--- config.mk ---
export PLATFORM = sky130hd
export DESIGN_NAME = fft_twiddle_sequencer
export DESIGN_NICKNAME = d
export VERILOG_FILES = /design/src/rtl/fft_twiddle_sequencer.sv
export SDC_FILE = /design/constraint.sdc
export NUM_CORES = 1
export LEC_CHECK = 0
export CORE_MARGIN = 3
export CORE_UTILIZATION = 49
export DETAILED_ROUTE_END_ITERATION = 8
export PLACE_DENSITY = 0.77
export SETUP_SLACK_MARGIN = 0.1
export SKIP_CTS_REPAIR_TIMING = 1
export SLEW_MARGIN = 20
export SYNTH_ARGS = -nofsm -noshare
export SYNTH_HDL_FRONTEND = slang
export SYNTH_SLANG_ARGS = --single-unit
--- constraint.sdc ---
create_clock -name clk -period 6.5 [get_ports clk]
set_input_delay 1.3 -clock clk [delete_from_list [all_inputs] [get_ports clk]]
set_output_delay 1.3 -clock clk [all_outputs]
set_load 0.1 [all_outputs]
--- src/rtl/fft_twiddle_sequencer.sv ---
// fft_twiddle_sequencer
// Walks every FFT stage span m and index i, issues twiddle ROM addresses and
// streams sign-corrected twiddles tagged with valid, stage span and last-in-stage.
// A mode-dependent start delay lines the stream up with the butterfly pipeline.
module fft_twiddle_sequencer #(
  parameter int LOG_N        = 12,
  parameter int OVERALL_BITS = 32,
  parameter int ROM_RD_LAT   = 2,
  parameter int FWD_DELAY    = 9,
  parameter int INV_DELAY    = 1
) (
  input  logic                      clk,
  input  logic                      rst,
  input  logic                      start_i,
  input  logic                      is_forward_fft_i,
  input  logic                      stall_i,
  output logic [LOG_N-1:0]          rom_addr_o,
  input  logic [2*OVERALL_BITS-1:0] rom_data_i,
  output logic [OVERALL_BITS-1:0]   tw_real_o,
  output logic [OVERALL_BITS-1:0]   tw_imag_o,
  output logic                      tw_valid_o,
  output logic [LOG_N:0]            tw_m_o,
  output logic                      tw_last_in_stg_o,
  output logic                      busy_o,
  output logic                      done_o
);

  localparam int N       = 1 << LOG_N;
  localparam int TAG_LAT = ROM_RD_LAT + 1;
  localparam int MAXD    = (FWD_DELAY > INV_DELAY) ? FWD_DELAY : INV_DELAY;
  localparam int DLY_W   = (MAXD > 1) ? $clog2(MAXD + 1) : 1;
  // The delay counter is loaded with D-2 because entering RUN itself takes one edge
  localparam logic [DLY_W-1:0] FWD_LOAD = DLY_W'((FWD_DELAY >= 2) ? FWD_DELAY - 2 : 0);
  localparam logic [DLY_W-1:0] INV_LOAD = DLY_W'((INV_DELAY >= 2) ? INV_DELAY - 2 : 0);

  typedef enum logic [1:0] {IDLE, DELAY, RUN, DRAIN} state_t;

  typedef struct packed {
    logic           valid;
    logic           negRe;
    logic           negIm;
    logic           last;
    logic           fin;
    logic [LOG_N:0] m;
  } tag_t;

  state_t           state_q;
  logic [DLY_W-1:0] dly_q;
  logic             mode_q;
  logic             busy_q;
  logic             done_q;

  logic [LOG_N-1:0] idx_q, idx_d;
  logic [LOG_N:0]   stageM_q, stageM_d;
  logic [LOG_N-1:0] base_q, base_d;
  logic [LOG_N-1:0] romAddr_q;

  tag_t             tagPipe_q [TAG_LAT];
  tag_t             tail;

  logic [OVERALL_BITS-1:0] twReal_q, twImag_q;
  logic                    twValid_q, twLast_q, outFin_q;
  logic [LOG_N:0]          twM_q;

  logic             issue, lastIdx, upperHalf, finalIssue;
  logic [LOG_N:0]   halfM, quarterM;
  logic [LOG_N-1:0] issueAddr;
  logic [OVERALL_BITS-1:0] romRe, romIm;

  assign romRe = rom_data_i[2*OVERALL_BITS-1:OVERALL_BITS];
  assign romIm = rom_data_i[OVERALL_BITS-1:0];
  assign tail  = tagPipe_q[TAG_LAT-1];

  // Decode the current (m, i, base) into address, sign flags and next-counter values
  always_comb begin
    halfM      = stageM_q >> 1;
    quarterM   = stageM_q >> 2;
    issue      = (state_q == RUN) && !stall_i;
    lastIdx    = ({1'b0, idx_q} == (stageM_q - (LOG_N+1)'(1)));
    upperHalf  = ({1'b0, idx_q} >= halfM);
    finalIssue = lastIdx && (mode_q ? (stageM_q == (LOG_N+1)'(N))
                                    : (stageM_q == (LOG_N+1)'(2)));
    if (upperHalf)
      issueAddr = base_q + stageM_q[LOG_N-1:0] - LOG_N'(1) - idx_q;
    else
      issueAddr = base_q + idx_q;

    idx_d    = idx_q;
    stageM_d = stageM_q;
    base_d   = base_q;
    if (state_q == IDLE && start_i) begin
      idx_d    = '0;
      stageM_d = is_forward_fft_i ? (LOG_N+1)'(2) : (LOG_N+1)'(N);
      base_d   = is_forward_fft_i ? '0 : LOG_N'(N/2 - 1);
    end else if (issue) begin
      if (lastIdx) begin
        idx_d = '0;
        if (mode_q) begin
          base_d   = base_q + halfM[LOG_N-1:0];
          stageM_d = stageM_q << 1;
        end else begin
          if (stageM_q > (LOG_N+1)'(2))
            base_d = base_q - quarterM[LOG_N-1:0];
          stageM_d = stageM_q >> 1;
        end
      end else begin
        idx_d = idx_q + LOG_N'(1);
      end
    end
  end

  // Control FSM: start delay, issue phase, drain until the final twiddle has left
  always_ff @(posedge clk or posedge rst) begin
    if (rst) begin
      state_q <= IDLE;
      dly_q   <= '0;
      mode_q  <= 1'b1;
      busy_q  <= 1'b0;
      done_q  <= 1'b0;
    end else begin
      done_q <= 1'b0;
      case (state_q)
        IDLE: begin
          if (start_i) begin
            mode_q <= is_forward_fft_i;
            busy_q <= 1'b1;
            if ((is_forward_fft_i ? FWD_DELAY : INV_DELAY) <= 1) begin
              state_q <= RUN;
            end else begin
              state_q <= DELAY;
              dly_q   <= is_forward_fft_i ? FWD_LOAD : INV_LOAD;
            end
          end
        end
        DELAY: begin
          if (dly_q == '0) state_q <= RUN;
          else             dly_q   <= dly_q - DLY_W'(1);
        end
        RUN: begin
          if (issue && finalIssue) state_q <= DRAIN;
        end
        DRAIN: begin
          if (outFin_q) begin
            state_q <= IDLE;
            busy_q  <= 1'b0;
            done_q  <= 1'b1;
          end
        end
        default: state_q <= IDLE;
      endcase
    end
  end

  // Stage span, index and base counters
  always_ff @(posedge clk or posedge rst) begin
    if (rst) begin
      idx_q    <= '0;
      stageM_q <= '0;
      base_q   <= '0;
    end else begin
      idx_q    <= idx_d;
      stageM_q <= stageM_d;
      base_q   <= base_d;
    end
  end

  // ROM address register plus tag pipeline that travels alongside the ROM read
  always_ff @(posedge clk or posedge rst) begin
    if (rst) begin
      romAddr_q <= '0;
      for (int k = 0; k < TAG_LAT; k++) tagPipe_q[k] <= '0;
    end else begin
      if (issue) begin
        romAddr_q          <= issueAddr;
        tagPipe_q[0].valid <= 1'b1;
        tagPipe_q[0].negRe <= upperHalf;
        tagPipe_q[0].negIm <= ~mode_q;
        tagPipe_q[0].last  <= lastIdx;
        tagPipe_q[0].fin   <= finalIssue;
        tagPipe_q[0].m     <= stageM_q;
      end else begin
        tagPipe_q[0] <= '0;
      end
      for (int k = 1; k < TAG_LAT; k++) tagPipe_q[k] <= tagPipe_q[k-1];
    end
  end

  // Output registers: apply sign corrections, hold last twiddle while not valid
  always_ff @(posedge clk or posedge rst) begin
    if (rst) begin
      twReal_q  <= '0;
      twImag_q  <= '0;
      twM_q     <= '0;
      twLast_q  <= 1'b0;
      twValid_q <= 1'b0;
      outFin_q  <= 1'b0;
    end else begin
      twValid_q <= tail.valid;
      outFin_q  <= tail.valid & tail.fin;
      if (tail.valid) begin
        twReal_q <= {romRe[OVERALL_BITS-1] ^ tail.negRe, romRe[OVERALL_BITS-2:0]};
        twImag_q <= {romIm[OVERALL_BITS-1] ^ tail.negIm, romIm[OVERALL_BITS-2:0]};
        twM_q    <= tail.m;
        twLast_q <= tail.last;
      end
    end
  end

  // The base register must always equal m/2-1 whenever an address is issued
  always_ff @(posedge clk) begin
    if (!rst && issue)
      assert (base_q == halfM[LOG_N-1:0] - LOG_N'(1));
  end

  assign rom_addr_o       = romAddr_q;
  assign tw_real_o        = twReal_q;
  assign tw_imag_o        = twImag_q;
  assign tw_valid_o       = twValid_q;
  assign tw_m_o           = twM_q;
  assign tw_last_in_stg_o = twLast_q;
  assign busy_o           = busy_q;
  assign done_o           = done_q;

endmodule

==> report_table.html <==
<table>
<tr><th>Metric</th><th>Value</th></tr>
<tr><th colspan="2">Floorplan</th></tr>
<tr><td>Effective utilization at floorplan</td><td>50.2%</td></tr>
<tr><td>I/O Pins</td><td>162</td></tr>
<tr><td>Die Span Y</td><td>150 um</td></tr>
<tr><td>Die footprint</td><td>22600 um^2</td></tr>
<tr><td>Number of core rows</td><td>52</td></tr>
<tr><td>Die boundary width</td><td>150 um</td></tr>
<tr><td>Core box area</td><td>20300 um^2</td></tr>
<tr><th colspan="2">Placed design</th></tr>
<tr><td>Final estimated routing congestion in global placement</td><td>0.957</td></tr>
<tr><td>HPWL reported at the end of detailed placement</td><td>18.6 mm</td></tr>
<tr><td>Worst setup slack before clock tree synthesis</td><td>2710 ps</td></tr>
<tr><td>Number of port buffers</td><td>161</td></tr>
<tr><th colspan="2">Layout</th></tr>
<tr><td>Area growth from synthesis to layout</td><td>24.1%</td></tr>
<tr><td>Final standard cell utilization of the core</td><td>62.2%</td></tr>
<tr><td>Share of post-route cells with drive strength above 1</td><td>12.7%</td></tr>
<tr><td>Inserted Diodes</td><td>0</td></tr>
<tr><td>Count of nets after finishing</td><td>1224</td></tr>
<tr><th colspan="2">GRT</th></tr>
<tr><td>Pin count of the biggest net entering global routing</td><td>83</td></tr>
<tr><td>Number of global-route vias before repair</td><td>7587</td></tr>
<tr><td>Total GRT Usage</td><td>22.8%</td></tr>
<tr><td>Global-route wire length before repair</td><td>40.2 mm</td></tr>
<tr><td>Total congestion overflow</td><td>0</td></tr>
<tr><td>Number of antenna violations at the first check in global routing</td><td>0</td></tr>
<tr><th colspan="2">Yosys</th></tr>
<tr><td>Synthesized netlist net count</td><td>1081</td></tr>
<tr><td>Async S/R FF share, synth</td><td>100%</td></tr>
<tr><td>Post-synthesis cell count</td><td>943</td></tr>
<tr><td>Number of warning messages in the yosys log</td><td>0</td></tr>
<tr><td>Synthesized cell area</td><td>10200 um^2</td></tr>
<tr><td>Cells taking the most area after synthesis</td><td>sky130_fd_sc_hd__dfrtp_1 (47%), sky130_fd_sc_hd__mux2_2 (8.8%), sky130_fd_sc_hd__ha_1 (6.8%)</td></tr>
<tr><td>Area fraction of the dominant cell type after synthesis</td><td>46.9%</td></tr>
<tr><td>Register bit count reported by yosys</td><td>192</td></tr>
<tr><td>Top-count cell post-synth</td><td>sky130_fd_sc_hd__dfrtp_1</td></tr>
<tr><td>Mean post-synth cell area</td><td>10.8 um^2</td></tr>
<tr><td>Most area-hungry cell type in the Yosys netlist</td><td>sky130_fd_sc_hd__dfrtp_1</td></tr>
<tr><td>Share of synthesized area occupied by flip-flops and latches</td><td>47.2%</td></tr>
<tr><td>Number of flops mapped to enable cells by yosys</td><td>0</td></tr>
<tr><td>Top cell types by occurrence after synthesis</td><td>sky130_fd_sc_hd__dfrtp_1 (191), sky130_fd_sc_hd__mux2_2 (80), sky130_fd_sc_hd__nor2_1 (66), sky130_fd_sc_hd__inv_1 (62), sky130_fd_sc_hd__nand2_1 (56)</td></tr>
<tr><td>Most frequently used flop master after synthesis</td><td>sky130_fd_sc_hd__dfrtp_1</td></tr>
<tr><td>Library cells used by synthesis</td><td>63</td></tr>
<tr><th colspan="2">Power</th></tr>
<tr><td>Power share of the clock group</td><td>46.1%</td></tr>
<tr><td>Power per unit of standard cell area</td><td>185 nW/um^2</td></tr>
<tr><td>Net Switching</td><td>543 uW</td></tr>
<tr><td>Share of total power in combinational logic</td><td>2.9%</td></tr>
<tr><td>Seq pwr share</td><td>51.0%</td></tr>
<tr><td>VDD IR max</td><td>169 uV</td></tr>
<tr><td>Internal</td><td>1800 uW</td></tr>
<tr><td>Net switching share of the total power</td><td>23.2%</td></tr>
<tr><td>Leakage power</td><td>0.00585 uW</td></tr>
<tr><td>Power consumption</td><td>2340 uW</td></tr>
<tr><th colspan="2">Min path</th></tr>
<tr><td>Kind of path behind the tightest hold check</td><td>register to register</td></tr>
<tr><th colspan="2">STA</th></tr>
<tr><td>Setup clock skew after layout</td><td>16.5 ps</td></tr>
<tr><td>Hold WS</td><td>346 ps</td></tr>
<tr><td>Slack of the critical path</td><td>2850 ps</td></tr>
<tr><td>Final hold viol count</td><td>0</td></tr>
<tr><td>Final slew viol count</td><td>0</td></tr>
<tr><td>Slew at the pin with the worst max-slew slack</td><td>1080 ps</td></tr>
<tr><td>Portion of the clock cycle consumed by the worst path in the final layout</td><td>56.1%</td></tr>
<tr><td>Remaining max-slew budget at the tightest pin</td><td>27.5%</td></tr>
<tr><td>Setup Viol. Count Final</td><td>0</td></tr>
<tr><td>RSZ-0062 raised after global routing</td><td>false</td></tr>
<tr><td>Shortest period the worst path allows</td><td>3650 ps</td></tr>
<tr><td>TNS Setup</td><td>0 ps</td></tr>
<tr><td>Peak Freq</td><td>0.274 GHz</td></tr>
<tr><th colspan="2">Worst setup path</th></tr>
<tr><td>Endpoint class of the critical path</td><td>register</td></tr>
<tr><td>Max Fanout on Critical Path</td><td>15</td></tr>
<tr><td>Startpoint class of the critical path</td><td>register</td></tr>
<tr><td>Worst Setup Path Type</td><td>register to register</td></tr>
<tr><td>Required time at the endpoint of the critical path</td><td>6780 ps</td></tr>
<tr><td>Data arrival at the endpoint of the critical path</td><td>3930 ps</td></tr>
<tr><th colspan="2">Drt</th></tr>
<tr><td>Number of DRC markers after the initial detailed-route iteration</td><td>499</td></tr>
<tr><td>Total number of vias</td><td>7602</td></tr>
<tr><td>DRC violations left</td><td>0</td></tr>
<tr><td>Post-route antenna net violation count</td><td>0</td></tr>
<tr><td>WL/cell</td><td>18.4 um</td></tr>
<tr><td>Routed WL</td><td>25.2 mm</td></tr>
<tr><td>Number of optimization iterations in the first detailed-route pass</td><td>5</td></tr>
<tr><td>Via density per instance</td><td>5.55</td></tr>
<tr><th colspan="2">CTS</th></tr>
<tr><td>CTS max path bufs</td><td>2</td></tr>
<tr><td>TritonCTS clock tree</td><td>yes</td></tr>
<tr><td>Master cell of the clock root buffer</td><td>sky130_fd_sc_hd__clkbuf_16</td></tr>
<tr><td>H-tree levels</td><td>4</td></tr>
<tr><td>TritonCTS Sinks</td><td>192</td></tr>
<tr><td>Clock insertion delay at the later pin of the skew report</td><td>440 ps</td></tr>
<tr><td>Clk pin slew, worst setup/hold paths</td><td>80 ps</td></tr>
<tr><td>Clock buffers created by TritonCTS</td><td>17</td></tr>
<tr><th colspan="2">Flow run</th></tr>
<tr><td>Count of maximum capacitance violations</td><td>0</td></tr>
<tr><th colspan="2">Status</th></tr>
<tr><td>Run status</td><td>completed</td></tr>
</table>
power by group through the flow:
stage | registers, uW | logic, uW | clock network [uW]
after detailed placement | 1220 | 70.0 | 0
after global routing | 1190 | 75.9 | 1160
after CTS | 1190 | 70.4 | 1110
after floorplan | 1220 | 19.6 | 0
after global placement | 1220 | 68.7 | 0
final | 1190 | 68.1 | 1080
cell usage in the layout, fill, tap and decap left out, types with 16 or more instances in the layout:
cell and n:
sky130_fd_sc_hd__clkdlybuf4s50_1 161, sky130_fd_sc_hd__a211oi_1 16, sky130_fd_sc_hd__o21ai_0 44, sky130_fd_sc_hd__a21oi_1 40, sky130_fd_sc_hd__nand2_1 56, sky130_fd_sc_hd__nand3_1 24, sky130_fd_sc_hd__ha_1 55, sky130_fd_sc_hd__nor3_1 28
sky130_fd_sc_hd__xnor2_1 35, sky130_fd_sc_hd__mux2i_1 23, sky130_fd_sc_hd__nor2_1 66, sky130_fd_sc_hd__clkbuf_16 17, sky130_fd_sc_hd__dfrtp_1 190, sky130_fd_sc_hd__inv_1 61, sky130_fd_sc_hd__mux2_2 80
registers in the layout (all words and copies together) (netlist names), 4 cells and up:
register	count
base_q	12
dly_q	4
idx_q	12
rom_addr_o	12
stageM_q	13
tagPipe_q	54
tw_imag_o	32
tw_m_o	13
tw_real_o	32
cells by family (layout without fill, tap and decap cells):
logic type	count (synthesis)	in the layout	share of synthesized area, %
AO/OA/AOI/OAI	173	173	11.6
XOR/XNOR	48	48	4.13
adder cells (fa/ha/maj)	69	69	9.51
buffers and inverters	108	264	4.24
flip-flops	192	192	47.2
multiplexers	103	103	11.1
AND/OR/NAND/NOR	250	250	12.2
cell type report:
type,instances,area [um^2]
Clock inverter,14,190
Fill cell,1637,7660
Timing Repair Buffer,169,1670
Sequential cell,192,4810
Multi-Input combinational cell,643,4950
Tap cell,270,338
Inverter,63,240
Clock buffer,18,439
critical path: stages, from the launching register on:
cell and delay, ps:
sky130_fd_sc_hd__dfrtp_1 510, sky130_fd_sc_hd__inv_1 210, sky130_fd_sc_hd__ha_1 340, sky130_fd_sc_hd__nor2b_1 190, sky130_fd_sc_hd__or3_1 360, sky130_fd_sc_hd__a2111o_1 430, sky130_fd_sc_hd__a21o_1 240, sky130_fd_sc_hd__a2111oi_4 880
sky130_fd_sc_hd__and3_1 290, sky130_fd_sc_hd__nor3_1 50
metal layers:
layer	share of wire (%)	up-vias	track usage, %
li1	-	3614	-
met1	41	3630	29.0
met2	47	308	37.5
met3	8.6	50	5.66
met4	3.1	0	9.10
met5	0	-	0
path summary, 6_finish.rpt:
check | slack, ps | start | end | cells after the start
min in group asynchronous | 1380 | rst | tagPipe_q[15] | 2
setup / recovery | 2850 | stageM_q[2] | stageM_q[4] | 9
hold reg to reg | 350 | tagPipe_q[41] | tagPipe_q[23] | 0
max in group asynchronous | 3930 | rst | tw_real_o[0] | 3
hold / removal | 350 | tagPipe_q[41] | tagPipe_q[23] | 0
setup reg to reg | 2850 | stageM_q[2] | stageM_q[4] | 9
through the flow:
step / instance area, um^2 / std cells
final: 12600 / 1369
after detailed placement: 12000 / 1337
after global placement: 12000 / 1337
after floorplan: 10200 / 943
after global routing: 12600 / 1369
after CTS: 12600 / 1369
Power figures use the tool's default switching activity.
